**src/rtl/watch_pkg.sv**
```systemverilog
// rtl/watch_pkg.sv - shared time-field constants and alarm channel state type
package watch_pkg;

    localparam int TW = 6;

    localparam logic [TW-1:0] SEC_MAX  = 6'd59;
    localparam logic [TW-1:0] MIN_MAX  = 6'd59;
    localparam logic [TW-1:0] HOUR_MAX = 6'd23;

    typedef enum logic [1:0] {
        IDLE    = 2'd0,
        RINGING = 2'd1,
        SNOOZED = 2'd2
    } alarm_state_t;

endpackage

```
**src/rtl/alarm_channel.sv**
```systemverilog
// rtl/alarm_channel.sv - one alarm channel: registers plus IDLE/RINGING/SNOOZED FSM
module alarm_channel
    import watch_pkg::*;
#(
    parameter int SNOOZE_MIN = 5,
    parameter int RING_SEC   = 60
) (
    input  logic          clk,
    input  logic          rst,
    input  logic          tick,
    input  logic [TW-1:0] nxt_h,
    input  logic [TW-1:0] nxt_m,
    input  logic [TW-1:0] nxt_s,
    input  logic          snooze,
    input  logic          dismiss,
    input  logic          wr,
    input  logic [TW-1:0] wr_h,
    input  logic [TW-1:0] wr_m,
    input  logic          wr_en,
    output logic          ringing
);

    localparam int RW = $clog2(RING_SEC + 1);
    localparam logic [RW-1:0] RING_LAST = RW'(RING_SEC - 1);

    alarm_state_t  state;
    logic          en;
    logic [TW-1:0] h, m, snooze_h, snooze_m;
    logic [RW-1:0] ring_cnt;

    logic [TW:0]   sum_m;
    logic [TW-1:0] tgt_h, tgt_m;
    logic          at_minute, alarm_hit, snooze_hit;

    // Snooze target is taken from the time about to be shown, wrapping past midnight.
    always_comb begin
        sum_m = {1'b0, nxt_m} + (TW+1)'(SNOOZE_MIN);
        tgt_h = nxt_h;
        tgt_m = sum_m[TW-1:0];
        if (sum_m > {1'b0, MIN_MAX}) begin
            tgt_m = TW'(sum_m - (TW+1)'(60));
            tgt_h = (nxt_h == HOUR_MAX) ? '0 : nxt_h + 6'd1;
        end
    end

    assign at_minute  = tick && (nxt_s == '0);
    assign alarm_hit  = at_minute && en && (nxt_h == h) && (nxt_m == m);
    assign snooze_hit = at_minute && (nxt_h == snooze_h) && (nxt_m == snooze_m);

    always_ff @(posedge clk) begin
        if (rst) begin
            state    <= IDLE;
            en       <= 1'b0;
            h        <= '0;
            m        <= '0;
            snooze_h <= '0;
            snooze_m <= '0;
            ring_cnt <= '0;
        end else if (wr) begin
            state    <= IDLE;
            en       <= wr_en;
            h        <= wr_h;
            m        <= wr_m;
            ring_cnt <= '0;
        end else begin
            case (state)
                IDLE: begin
                    if (alarm_hit) begin
                        state    <= RINGING;
                        ring_cnt <= '0;
                    end
                end
                RINGING: begin
                    if (dismiss) begin
                        state <= IDLE;
                    end else if (snooze) begin
                        state    <= SNOOZED;
                        snooze_h <= tgt_h;
                        snooze_m <= tgt_m;
                    end else if (tick) begin
                        if (ring_cnt == RING_LAST) state <= IDLE;
                        else                       ring_cnt <= ring_cnt + RW'(1);
                    end
                end
                SNOOZED: begin
                    if (dismiss) begin
                        state <= IDLE;
                    end else if (snooze_hit) begin
                        state    <= RINGING;
                        ring_cnt <= '0;
                    end
                end
                default: state <= IDLE;
            endcase
        end
    end

    assign ringing = (state == RINGING);

endmodule

```
**src/rtl/timekeeper_core.sv**
```systemverilog
// rtl/timekeeper_core.sv - prescaler, HH:MM:SS counter, display format and alarm channels
module timekeeper_core
    import watch_pkg::*;
#(
    parameter int CLK_DIV    = 32768,
    parameter int N_ALARM    = 2,
    parameter int SNOOZE_MIN = 5,
    parameter int RING_SEC   = 60,
    localparam int SW        = (N_ALARM > 1) ? $clog2(N_ALARM) : 1
) (
    input  logic               clk,
    input  logic               rst,
    input  logic               run,
    input  logic               inc_m,
    input  logic               dec_m,
    input  logic               inc_h,
    input  logic               dec_h,
    input  logic               alarm_wr,
    input  logic [SW-1:0]      alarm_sel,
    input  logic [TW-1:0]      alarm_h,
    input  logic [TW-1:0]      alarm_m,
    input  logic               alarm_en,
    input  logic               snooze,
    input  logic               dismiss,
    input  logic               mode_12h,
    output logic [TW-1:0]      seconds,
    output logic [TW-1:0]      minutes,
    output logic [TW-1:0]      hours,
    output logic [TW-1:0]      disp_hours,
    output logic               pm,
    output logic               tick,
    output logic [N_ALARM-1:0] ringing,
    output logic               buzz
);

    localparam int CW = (CLK_DIV > 1) ? $clog2(CLK_DIV) : 1;
    localparam logic [CW-1:0] PRE_LAST = CW'(CLK_DIV - 1);

    logic [CW-1:0] pre_cnt;
    logic [TW-1:0] nxt_s, nxt_m, nxt_h;
    logic          adj_any, tick_eff, wr_ok;

    always_ff @(posedge clk) begin
        if (rst)      pre_cnt <= '0;
        else if (run) pre_cnt <= (pre_cnt == PRE_LAST) ? '0 : pre_cnt + CW'(1);
    end

    assign tick     = run && (pre_cnt == PRE_LAST);
    assign adj_any  = inc_m | dec_m | inc_h | dec_h;
    // An adjust pulse swallows a coincident tick, so alarms never see it either.
    assign tick_eff = tick && !adj_any;

    always_comb begin
        nxt_s = seconds;
        nxt_m = minutes;
        nxt_h = hours;
        if (inc_h) begin
            nxt_h = (hours == HOUR_MAX) ? '0 : hours + 6'd1;
        end else if (dec_h) begin
            nxt_h = (hours == '0) ? HOUR_MAX : hours - 6'd1;
        end else if (inc_m) begin
            nxt_m = (minutes == MIN_MAX) ? '0 : minutes + 6'd1;
        end else if (dec_m) begin
            nxt_m = (minutes == '0) ? MIN_MAX : minutes - 6'd1;
        end else if (tick) begin
            if (seconds == SEC_MAX) begin
                nxt_s = '0;
                if (minutes == MIN_MAX) begin
                    nxt_m = '0;
                    nxt_h = (hours == HOUR_MAX) ? '0 : hours + 6'd1;
                end else begin
                    nxt_m = minutes + 6'd1;
                end
            end else begin
                nxt_s = seconds + 6'd1;
            end
        end
    end

    always_ff @(posedge clk) begin
        if (rst) begin
            seconds <= '0;
            minutes <= '0;
            hours   <= '0;
        end else begin
            seconds <= nxt_s;
            minutes <= nxt_m;
            hours   <= nxt_h;
        end
    end

    always_comb begin
        disp_hours = hours;
        if (mode_12h) begin
            if (hours == '0)         disp_hours = 6'd12;
            else if (hours > 6'd12)  disp_hours = hours - 6'd12;
        end
    end

    assign pm    = (hours >= 6'd12);
    assign wr_ok = alarm_wr && (alarm_h <= HOUR_MAX) && (alarm_m <= MIN_MAX);

    for (genvar i = 0; i < N_ALARM; i++) begin : g_alarm
        alarm_channel #(
            .SNOOZE_MIN (SNOOZE_MIN),
            .RING_SEC   (RING_SEC)
        ) u_alarm_channel (
            .clk     (clk),
            .rst     (rst),
            .tick    (tick_eff),
            .nxt_h   (nxt_h),
            .nxt_m   (nxt_m),
            .nxt_s   (nxt_s),
            .snooze  (snooze),
            .dismiss (dismiss),
            .wr      (wr_ok && (alarm_sel == SW'(i))),
            .wr_h    (alarm_h),
            .wr_m    (alarm_m),
            .wr_en   (alarm_en),
            .ringing (ringing[i])
        );
    end

    assign buzz = |ringing;

endmodule

```
**config.mk**
```make
export PLATFORM = sky130hd
export DESIGN_NAME = timekeeper_core
export DESIGN_NICKNAME = d
export VERILOG_FILES = /design/src/rtl/watch_pkg.sv /design/src/rtl/alarm_channel.sv /design/src/rtl/timekeeper_core.sv
export SDC_FILE = /design/constraint.sdc
export NUM_CORES = 1
export LEC_CHECK = 0
export ABC_AREA = 0
export ABC_CLOCK_PERIOD_IN_PS = 4300
export BUFFER_PORTS_ARGS = -buffer_cell sky130_fd_sc_hd__buf_2
export CORE_MARGIN = 3
export CORE_UTILIZATION = 47
export CTS_CLUSTER_DIAMETER = 200
export CTS_CLUSTER_SIZE = 24
export DETAILED_ROUTE_END_ITERATION = 8
export PLACE_DENSITY = 0.67
export SYNTH_ARGS = -nofsm -noshare
export SYNTH_HDL_FRONTEND = slang
export SYNTH_SLANG_ARGS = --single-unit
```
**constraint.sdc**
```tcl
create_clock -name clk -period 4.3 [get_ports clk]
set_clock_uncertainty 0.2 [all_clocks]
set_input_delay 0.645 -clock clk [delete_from_list [all_inputs] [get_ports clk]]
set_output_delay 0.645 -clock clk [all_outputs]
set_load 0.1 [all_outputs]
```
==> results.md, run 1 <==
- Crit path to: g_alarm[1].u_alarm_channel.snooze_h[0]
- Peak Freq: 239 MHz
- Post-DR vias/cell: 6.12
- Total GRT Usage: 28.8%
- Commonest cells after routing, fill and taps aside: nor2_1, buf_4, nand2_1, dfxtp_1, a21oi_1
- DRC: 0
- Post-layout util: 59.6%
- Worst Tran Pin Value: 0.930 ns
- Port bufs: 53
- Grt ovf: 0
- DRT antenna net count: 0
- Met1 Use GR: 39.5%
- Synth unique cells: 86
- Final period utilization: 97.3%
- Reg-to-reg endpoint: g_alarm[1].u_alarm_channel.snooze_h[0]
- Post-synth net total: 1004
- IO Pins: 54
- CP Class: reg2reg
- CP Data Required Time: 4.37 ns
- Detailed placement HPWL: 18.6 mm
- H-tree depth: 3
- Critical path depth: 15
- Share of cells above drive strength 1: 21.7%
- Pre-CTS WS: -0.232 ns
- Reg2reg start: seconds[0]
- Slew Limit Fails: 0
- Critical path origin: seconds[0]
- CTS tree: done
- Placeable Area: 0.0148 mm^2
- GRT Max-Usage Layer: met2
- First-pass GRT wire length: 38.3 mm
- Row count: 44
- Outcome: finished, final reports clean
- Synth Area per Inst: 7.48 um^2
- CTS max path bufs: 2
- Post-Synthesis Cells: 961
- Clk sinks: 99
- Routed WL: 24.1 mm
- Slew headroom: 37.7%
- Post-synth EDFFs: 0
- Drt first pass iters: 5
- VDD IR max: 285 uV
- Crit path max fanout: 6
- FF+latch count, synth: 99
- Top_reg_cell synth: dfxtp_1
- M2 GR Usage: 46.1%
- Vias: 7771
- DRT iter0 DRCs: 749
- Root Buffer: clkbuf_16
- DIE AREA: 0.0168 mm^2
- CP max-delay cell: or4_4
- DIE WIDTH: 130 um
- Post-DR wirelength/cell: 19.0 um
- Die Ht: 130 um
- P_leak: 3.42 nW
- R2R cell count: 15
- Largest stage delay, worst path: 0.53 ns
- Element type at the critical path end: flop
- Top delay family on crit path: simple AND/OR/NAND/NOR gates
- Antenna Cells: 0
- Filler cell count: 1392
- Vias in the first global route: 7125
- Syn. warnings: 0
- Worst Hold Class: reg2reg
- GRT met3 Usage: 5.36%
- Largest net degree at the start of global routing: 33
- Clock Latency Late Sink: 0.36 ns
- Worst-path clk slew: 0.08 ns
- Initial antenna violation count: 0
- Power per cell area: 305 mW/mm^2
- Hold WS: 0.270 ns
- Reg2Reg Setup Slack: 0.12 ns
- CP bufs+invs: 1
- Fin worst setup slack: 0.117 ns
- GPL Wtd Cong: 1.00
- Endpoints failing setup: 0
- Final min period: 4.18 ns
- Startpoint types: flop
- Post-synth ARST share: 0%
- Cell Chain, Critical Path: ha_4 -> or3b_1 -> or4_4 -> o21a_1 -> o311a_1 -> a31o_4 -> xnor2_4 -> inv_2 -> ha_4 -> and2_4 -> a41oi_2 -> o2bb2ai_2 -> or2_1 -> or4_4 -> a311oi_2
- Post-synthesis sequential area ratio: 27.6%
- Arr. time, crit path: 4.26 ns
- Nets: 1123
- Total of max-cap violations: 0
- Final Hold Vio Count: 0
- Total CTS buffers: 9
- Area grow syn2layout: 22.2%
- Post-CTS Hold Fix Bufs: 0
- Initial Utilization: 48.7%
- Cell Area, Synth: 0.00719 mm^2
## cell usage after synthesis, types with 14 or more instances
cell	n	area [um^2]
nor2_1	110	413
nand2_1	100	375
dfxtp_1	99	1980
a21oi_1	60	300
nand3_1	42	210
clkbuf_1	36	135
inv_1	34	128
o21ai_0	32	160
nor3_1	30	150
xnor2_1	30	263
xor2_1	22	193
mux2i_1	19	190
ha_1	18	225
nand2b_1	17	106
a31oi_1	16	100
nand4_1	16	100
nor2b_1	15	93.8
and3_1	14	87.6
## state kept, by name, indices dropped and copies added, names as in the netlist
signal,flops
pre_cnt,15
g_alarm.u_alarm_channel.h,12
g_alarm.u_alarm_channel.m,12
g_alarm.u_alarm_channel.ring_cnt,12
g_alarm.u_alarm_channel.snooze_h,12
g_alarm.u_alarm_channel.snooze_m,12
hours,6
minutes,6
seconds,6
g_alarm.u_alarm_channel.state,4
g_alarm.u_alarm_channel.en,2
## power by group
group	leakage (nW)	switching, W	internal [W]
sequential	0.806	0.0000266	0.000932
clock	0.156	0.000405	0.000468
combinational	2.46	0.000557	0.000295
total	3.42	0.000989	0.00169
## how the worst min path moves through the flow
stage | depth (start not counted) | slack [ns] | start | end
6_report | 2 | 0.27 | g_alarm[0].u_alarm_channel.en | g_alarm[0].u_alarm_channel.en
5_1_grt | 2 | 0.30 | g_alarm[0].u_alarm_channel.snooze_m[1] | g_alarm[0].u_alarm_channel.snooze_m[1]
4_1_cts | 2 | 0.27 | g_alarm[0].u_alarm_channel.en | g_alarm[0].u_alarm_channel.en
3_5_place_dp | 2 | 0.26 | g_alarm[0].u_alarm_channel.en | g_alarm[0].u_alarm_channel.en
3_3_place_gp | 1 | 0.25 | g_alarm[0].u_alarm_channel.ring_cnt[4] | g_alarm[0].u_alarm_channel.ring_cnt[4]
2_1_floorplan | 2 | 0.23 | g_alarm[0].u_alarm_channel.en | g_alarm[0].u_alarm_channel.en
## repair_timing
| item | in CTS | in global routing |
|---|---|---|
| pin swaps | 0 | 4 |
| setup endpoints to repair | 2 | 31 |
| setup buffers | 0 | 9 |
| gates resized for setup | 2 | 22 |
## per-stage QoR
| stage | instances | TNS [ns] | power (W) | area (um^2) |
|---|---|---|---|---|
| detailed placement | 1244 | -2.15 | 0.00180 | 8300 |
| global placement | 1244 | -1.05 | 0.00179 | 8300 |
| floorplan | 961 | -2.19 | 0.00153 | 7290 |
| global route | 1269 | -0.0642 | 0.00279 | 8790 |
| CTS | 1260 | 0 | 0.00266 | 8620 |
| finish | 1269 | 0 | 0.00268 | 8790 |
## cell type report
cell class              count  area (um^2)  area share (%)
flip-flops and latches     99         2000            22.8
well taps                 184          230            2.62
clock buffers               9          225            2.56
repair buffers            163         1090            12.5
clock inverters             7         92.6            1.05
inverters                  37          143            1.62
multi-input cells         770         5000            56.9
## per-layer routing
layer	vias to the layer above	share of wire, %
met1	3628	45
li1	3790	-
met5	-	0
met2	302	46
met4	0	2.4
met3	51	6.4
## cells by family (layout without fill, tap and decap cells)
family	after synthesis	in the layout	synth area share, %
multiplexers	21	21	2.96
AO/OA/AOI/OAI	258	258	25.3
adder cells (fa/ha/maj)	18	18	3.13
AND/OR/NAND/NOR	421	421	29.4
flip-flops	99	99	27.6
buffers and inverters	92	216	5.31
XOR/XNOR	52	52	6.34
## tightest hold or removal path, stage by stage (launching register included)
cell	delay, ns
dfxtp_1	0.32
nand2_1	0.05
a21oi_1	0.05
Note: power is estimated with default switching activity, not from simulation.
==> run 2, diff against run 1 <==
Settings changed: CELL_PAD_IN_SITES_DETAIL_PLACEMENT from default to 1, CELL_PAD_IN_SITES_GLOBAL_PLACEMENT from default to 2, CORE_UTILIZATION 47 to 32, PLACE_DENSITY 0.67 to default, PLACE_DENSITY_LB_ADDON from default to 0.1.
==> results.md, run 2 (synthesized netlist as in run 1, its figures left out) <==
- Inst Count DP: 1374
- Filler cell count: 2747
- Reg2Reg Setup Slack: 0.10 ns
- Reg with most FFs: pre_cnt
- Final min period: 4.20 ns
- P_leak: 3.55 nW
- CTS max path bufs: 2
- GRT Max-Usage Layer: met2
- GRT met3 Usage: 2.39%
- Post-Layout Cell Count: 1392
- Area grow syn2layout: 26.3%
- Routed WL: 28.9 mm
- Post-CTS Hold Fix Bufs: 0
- DIE AREA: 0.0243 mm^2
- DIE WIDTH: 156 um
- IO Pins: 54
- Clock Latency Late Sink: 0.36 ns
- Fin worst setup slack: 0.101 ns
- Vias: 7902
- Post-route setup TNS: 0 ns
- Die Ht: 156 um
- Largest net degree at the start of global routing: 28
- Final Hold Vio Count: 0
- Outcome: finished, final reports clean
- Initial Utilization: 32.7%
- Port bufs: 53
- Placeable Area: 0.0220 mm^2
- Crit path max fanout: 7
- Post-DR vias/cell: 5.68
- Max reg flops: 15
- Share of cells above drive strength 1: 23.7%
- Met1 Use GR: 32.3%
- Worst-path clk slew: 0.09 ns
- Crit path to: g_alarm[0].u_alarm_channel.snooze_h[5]
- Initial antenna violation count: 0
- Detailed placement HPWL: 22.9 mm
- Worst Hold Class: reg2reg
- Startpoint types: flop
- Arr. time, crit path: 4.26 ns
- Commonest cells after routing, fill and taps aside: buf_4, nor2_1, nand2_1, dfxtp_1, a21oi_1
- Reg-to-reg endpoint: g_alarm[0].u_alarm_channel.snooze_h[5]
- Final period utilization: 97.7%
- Pre-CTS WS: -0.305 ns
- Reg2reg start: seconds[1]
- H-tree depth: 3
- Element type at the critical path end: flop
- DRT antenna net count: 0
- Slew headroom: 41.7%
- R2R cell count: 18
- Peak Freq: 238 MHz
- First-pass GRT wire length: 45.8 mm
- Grt ovf: 0
- Power per cell area: 300 mW/mm^2
- GPL Wtd Cong: 0.939
- Commonest non-fill, non-tap cell in the layout: buf_4
- Worst Tran Pin Value: 0.866 ns
- Critical path origin: seconds[1]
- M2 GR Usage: 41.7%
- Clk sinks: 99
- Vias in the first global route: 7910
- DRC: 0
- Post-DR wirelength/cell: 20.7 um
- RSZ-0062 raised after global routing: true
- Endpoints failing setup: 0
- Total of max-cap violations: 0
- CP Data Required Time: 4.36 ns
- CTS tree: done
- VDD IR max: 188 uV
- Slew Limit Fails: 0
- DRT iter0 DRCs: 502
- Total GRT Usage: 23.9%
- Drt first pass iters: 5
- Root Buffer: clkbuf_16
- Total CTS buffers: 9
- Antenna Cells: 0
- Nets: 1150
- Power Total: 0.00272 W
- Row count: 54
- CP Class: reg2reg
## run 2: how the worst min path moves through the flow
stage / slack [ns] / depth (start not counted) / to / from
floorplan: 0.23 / 2 / g_alarm[0].u_alarm_channel.en / g_alarm[0].u_alarm_channel.en
global placement: 0.25 / 1 / g_alarm[0].u_alarm_channel.ring_cnt[4] / g_alarm[0].u_alarm_channel.ring_cnt[4]
detailed placement: 0.26 / 2 / g_alarm[0].u_alarm_channel.m[1] / g_alarm[0].u_alarm_channel.m[1]
CTS: 0.27 / 2 / g_alarm[0].u_alarm_channel.m[1] / g_alarm[0].u_alarm_channel.m[1]
global route: 0.30 / 2 / g_alarm[0].u_alarm_channel.m[1] / g_alarm[0].u_alarm_channel.m[1]
finish: 0.27 / 2 / g_alarm[0].u_alarm_channel.m[1] / g_alarm[0].u_alarm_channel.m[1]
## run 2: report_power, final
group          total [W]  switching, W  internal, W
clock network   0.000852      0.000437     0.000415
logic           0.000918      0.000594     0.000324
registers       0.000953     0.0000211     0.000932
## run 2: layout make-up
type	instances	area [um^2]	share of cell area, %
multi-input cells	770	4980	54.8
flip-flops and latches	99	2000	22.0
repair buffers	190	1310	14.4
well taps	280	350	3.86
clock buffers	9	225	2.48
inverters	37	143	1.57
clock inverters	7	80.1	0.882
## run 2: critical path, stage by stage, from the launching register on
cell,delay [ns]
dfxtp_4,0.36
ha_4,0.13
or3b_1,0.34
or4_4,0.46
o21ai_2,0.14
buf_4,0.16
buf_4,0.16
o21ai_1,0.07
a32oi_1,0.22
buf_4,0.16
xnor2_2,0.10
ha_4,0.17
and2_4,0.16
a41oi_2,0.18
o2bb2ai_2,0.09
or2_1,0.24
buf_4,0.17
or4_1,0.51
o311ai_1,0.08
## run 2: through the flow
stage,hold WS (ns),util [%],cell area (um^2)
2_1_floorplan,0.232,-,7290
3_3_place_gp,0.254,39.5,8680
3_5_place_dp,0.262,39.5,8680
4_1_cts,0.275,41.0,9000
5_1_grt,0.296,41.4,9080
6_report,0.272,41.4,9080
## run 2: per-layer routing
layer | wire length, um | up-vias
met5 | 0 | -
met4 | 318 | 0
met3 | 999 | 18
met2 | 14100 | 147
met1 | 13500 | 3895
li1 | - | 3842
## run 2: repair_timing
action	4_1_cts	5_1_grt
resized for setup	3	19
pin swaps	0	6
endpoints found under the hold margin	0	0
setup endpoints to repair	2	34
buffers inserted	0	2
==> run 3, diff against run 2 <==
Settings changed: ABC_CLOCK_PERIOD_IN_PS 4300 to 5030, CORE_UTILIZATION 32 to 39.
Clock period 4.3 ns to 5.03 ns, I/O delays scaled along.
==> results.md, run 3 (synthesized netlist as in run 1, its figures left out) <==
- Placeable Area: 0.0180 mm^2
- Commonest non-fill, non-tap cell in the layout: nor2_1
- Sw Pwr: 0.000878 W
- Vias in the first global route: 7996
- VDD IR max: 185 uV
- GRT met3 Usage: 3.94%
- Arr. time, crit path: 4.75 ns
- Startpoint types: flop
- Die Ht: 142 um
- Slew Limit Fails: 0
- Crit path max fanout: 9
- Post-layout util: 46.3%
- Worst-path clk slew: 0.08 ns
- Grt ovf: 0
- DIE WIDTH: 142 um
- First-pass GRT wire length: 45.4 mm
- Element type at the critical path end: flop
- Switching fraction of total power: 39.1%
- Total of max-cap violations: 0
- Post-DR vias/cell: 6.15
- Hold Path Stages: 2
- P_leak: 3.20 nW
- Total GRT Usage: 28.7%
- CP Class: reg2reg
- Clk sinks: 99
- Initial antenna violation count: 0
- DRT antenna net count: 0
- R2R cell count: 16
- Total CTS buffers: 9
- Drt first pass iters: 5
- GPL Wtd Cong: 0.952
- Peak Freq: 213 MHz
- Reg with most FFs: pre_cnt
- Max reg flops: 15
- Clock network fraction of design power: 32.0%
- Fin worst setup slack: 0.337 ns
- CTS resizes: 0
- Worst Hold Class: reg2reg
- Slew headroom: 32.1%
- Hold WS: 0.281 ns
- Power Total: 0.00224 W
- RSZ-0062 raised after global routing: false
- Final Hold Vio Count: 0
- GRT Max-Usage Layer: met2
- Worst Hold Launch: g_alarm[0].u_alarm_channel.en
- CP Data Required Time: 5.08 ns
- H-tree depth: 3
- Hold EP: g_alarm[0].u_alarm_channel.en
- Initial Utilization: 39.9%
- Pre-CTS WS: 0.0505 ns
- Row count: 49
- Detailed placement HPWL: 22.9 mm
- Vias: 7852
- Met1 Use GR: 37.7%
- Logic pwr share: 31.4%
- Post CTS Setup Buffer Count: 0
- Endpoints failing setup: 0
- IO Pins: 54
- Post-DR wirelength/cell: 23.0 um
- Post-CTS Hold Fix Bufs: 0
- Final period utilization: 93.3%
- Antenna Cells: 0
- CTS max path bufs: 2
- Reg-to-reg endpoint: g_alarm[0].u_alarm_channel.snooze_h[5]
- Port bufs: 53
- Worst Tran Pin Value: 1.01 ns
- CTS tree: done
- DRC: 0
- Clock Latency Late Sink: 0.36 ns
- Final min period: 4.69 ns
- DRT iter0 DRCs: 559
- Internal cell power: 0.00137 W
- Root Buffer: clkbuf_16
- Power per cell area: 269 mW/mm^2
- M2 GR Usage: 49.0%
- Post-route setup TNS: 0 ns
- DIE AREA: 0.0201 mm^2
- Share of cells above drive strength 1: 16.0%
- Area grow syn2layout: 16.2%
- Sequential share of power: 36.6%
- Routed WL: 29.3 mm
- Reg2reg start: seconds[0]
- Largest net degree at the start of global routing: 32
- Commonest cells after routing, fill and taps aside: nor2_1, nand2_1, dfxtp_1, buf_4, a21oi_1
- Outcome: finished, final reports clean
- Reg2Reg Setup Slack: 0.34 ns
- Nets: 1085
## run 3: changes by cell type in the layout (fill, tap and decap cells not counted), moves of 3 or more
cell and change:
o311ai_1 -5, o311ai_0 +5, buf_4 -64, ha_1 +4, o21ai_0 +3, dfxtp_2 -4
dfxtp_1 +4
## run 3: power groups by stage
stage	logic, W	clock network (W)	registers, W
4_1_cts	0.000697	0.000730	0.000821
2_1_floorplan	0.000410	0	0.000886
3_3_place_gp	0.000679	0	0.000839
5_1_grt	0.000749	0.000762	0.000824
3_5_place_dp	0.000694	0	0.000840
6_report	0.000705	0.000718	0.000821
## run 3: worst max path at each step
stage / from / endpoint / slack [ns]
2_1_floorplan: minutes[0] / g_alarm[1].u_alarm_channel.snooze_h[0] / 0.05
5_1_grt: minutes[4] / g_alarm[0].u_alarm_channel.snooze_h[5] / 0.12
3_5_place_dp: dec_m / g_alarm[0].u_alarm_channel.snooze_h[5] / 0.05
4_1_cts: seconds[0] / g_alarm[0].u_alarm_channel.snooze_h[5] / 0.30
6_report: seconds[0] / g_alarm[0].u_alarm_channel.snooze_h[5] / 0.34
3_3_place_gp: dec_m / g_alarm[1].u_alarm_channel.snooze_h[5] / 0.19
## run 3: layer usage
metal  wire length, um  up-vias
met2             14300      203
met4               644        0
met1             13200     3910
met5                 0        -
li1                  -     3703
met3              1260       36
## run 3: layout make-up
class | count | area, um^2
Inverter | 37 | 140
Clock buffer | 9 | 225
Sequential cell | 99 | 1990
Tap cell | 229 | 287
Timing Repair Buffer | 125 | 806
Multi-Input combinational cell | 770 | 4830
Fill cell | 2270 | 9670
Clock inverter | 7 | 68.8
## run 3: per-stage QoR
stage	cells	instance area [um^2]
CTS	1276	8350
global placement	1260	8050
global route	1276	8350
finish	1276	8350
detailed placement	1260	8050
floorplan	961	7200
## run 3: critical path, stage by stage, from the launching register on
cell and delay (ns):
dfxtp_4 0.39, ha_1 0.19, or3b_1 0.36, or4_4 0.47, o21a_1 0.21, o311a_1 0.35
a31o_1 0.27, xnor2_1 0.24, inv_1 0.09, ha_1 0.18, and2_0 0.19, a41oi_1 0.22
o2bb2ai_1 0.12, or2_1 0.30, buf_4 0.17, or4_1 0.52, o311ai_0 0.10
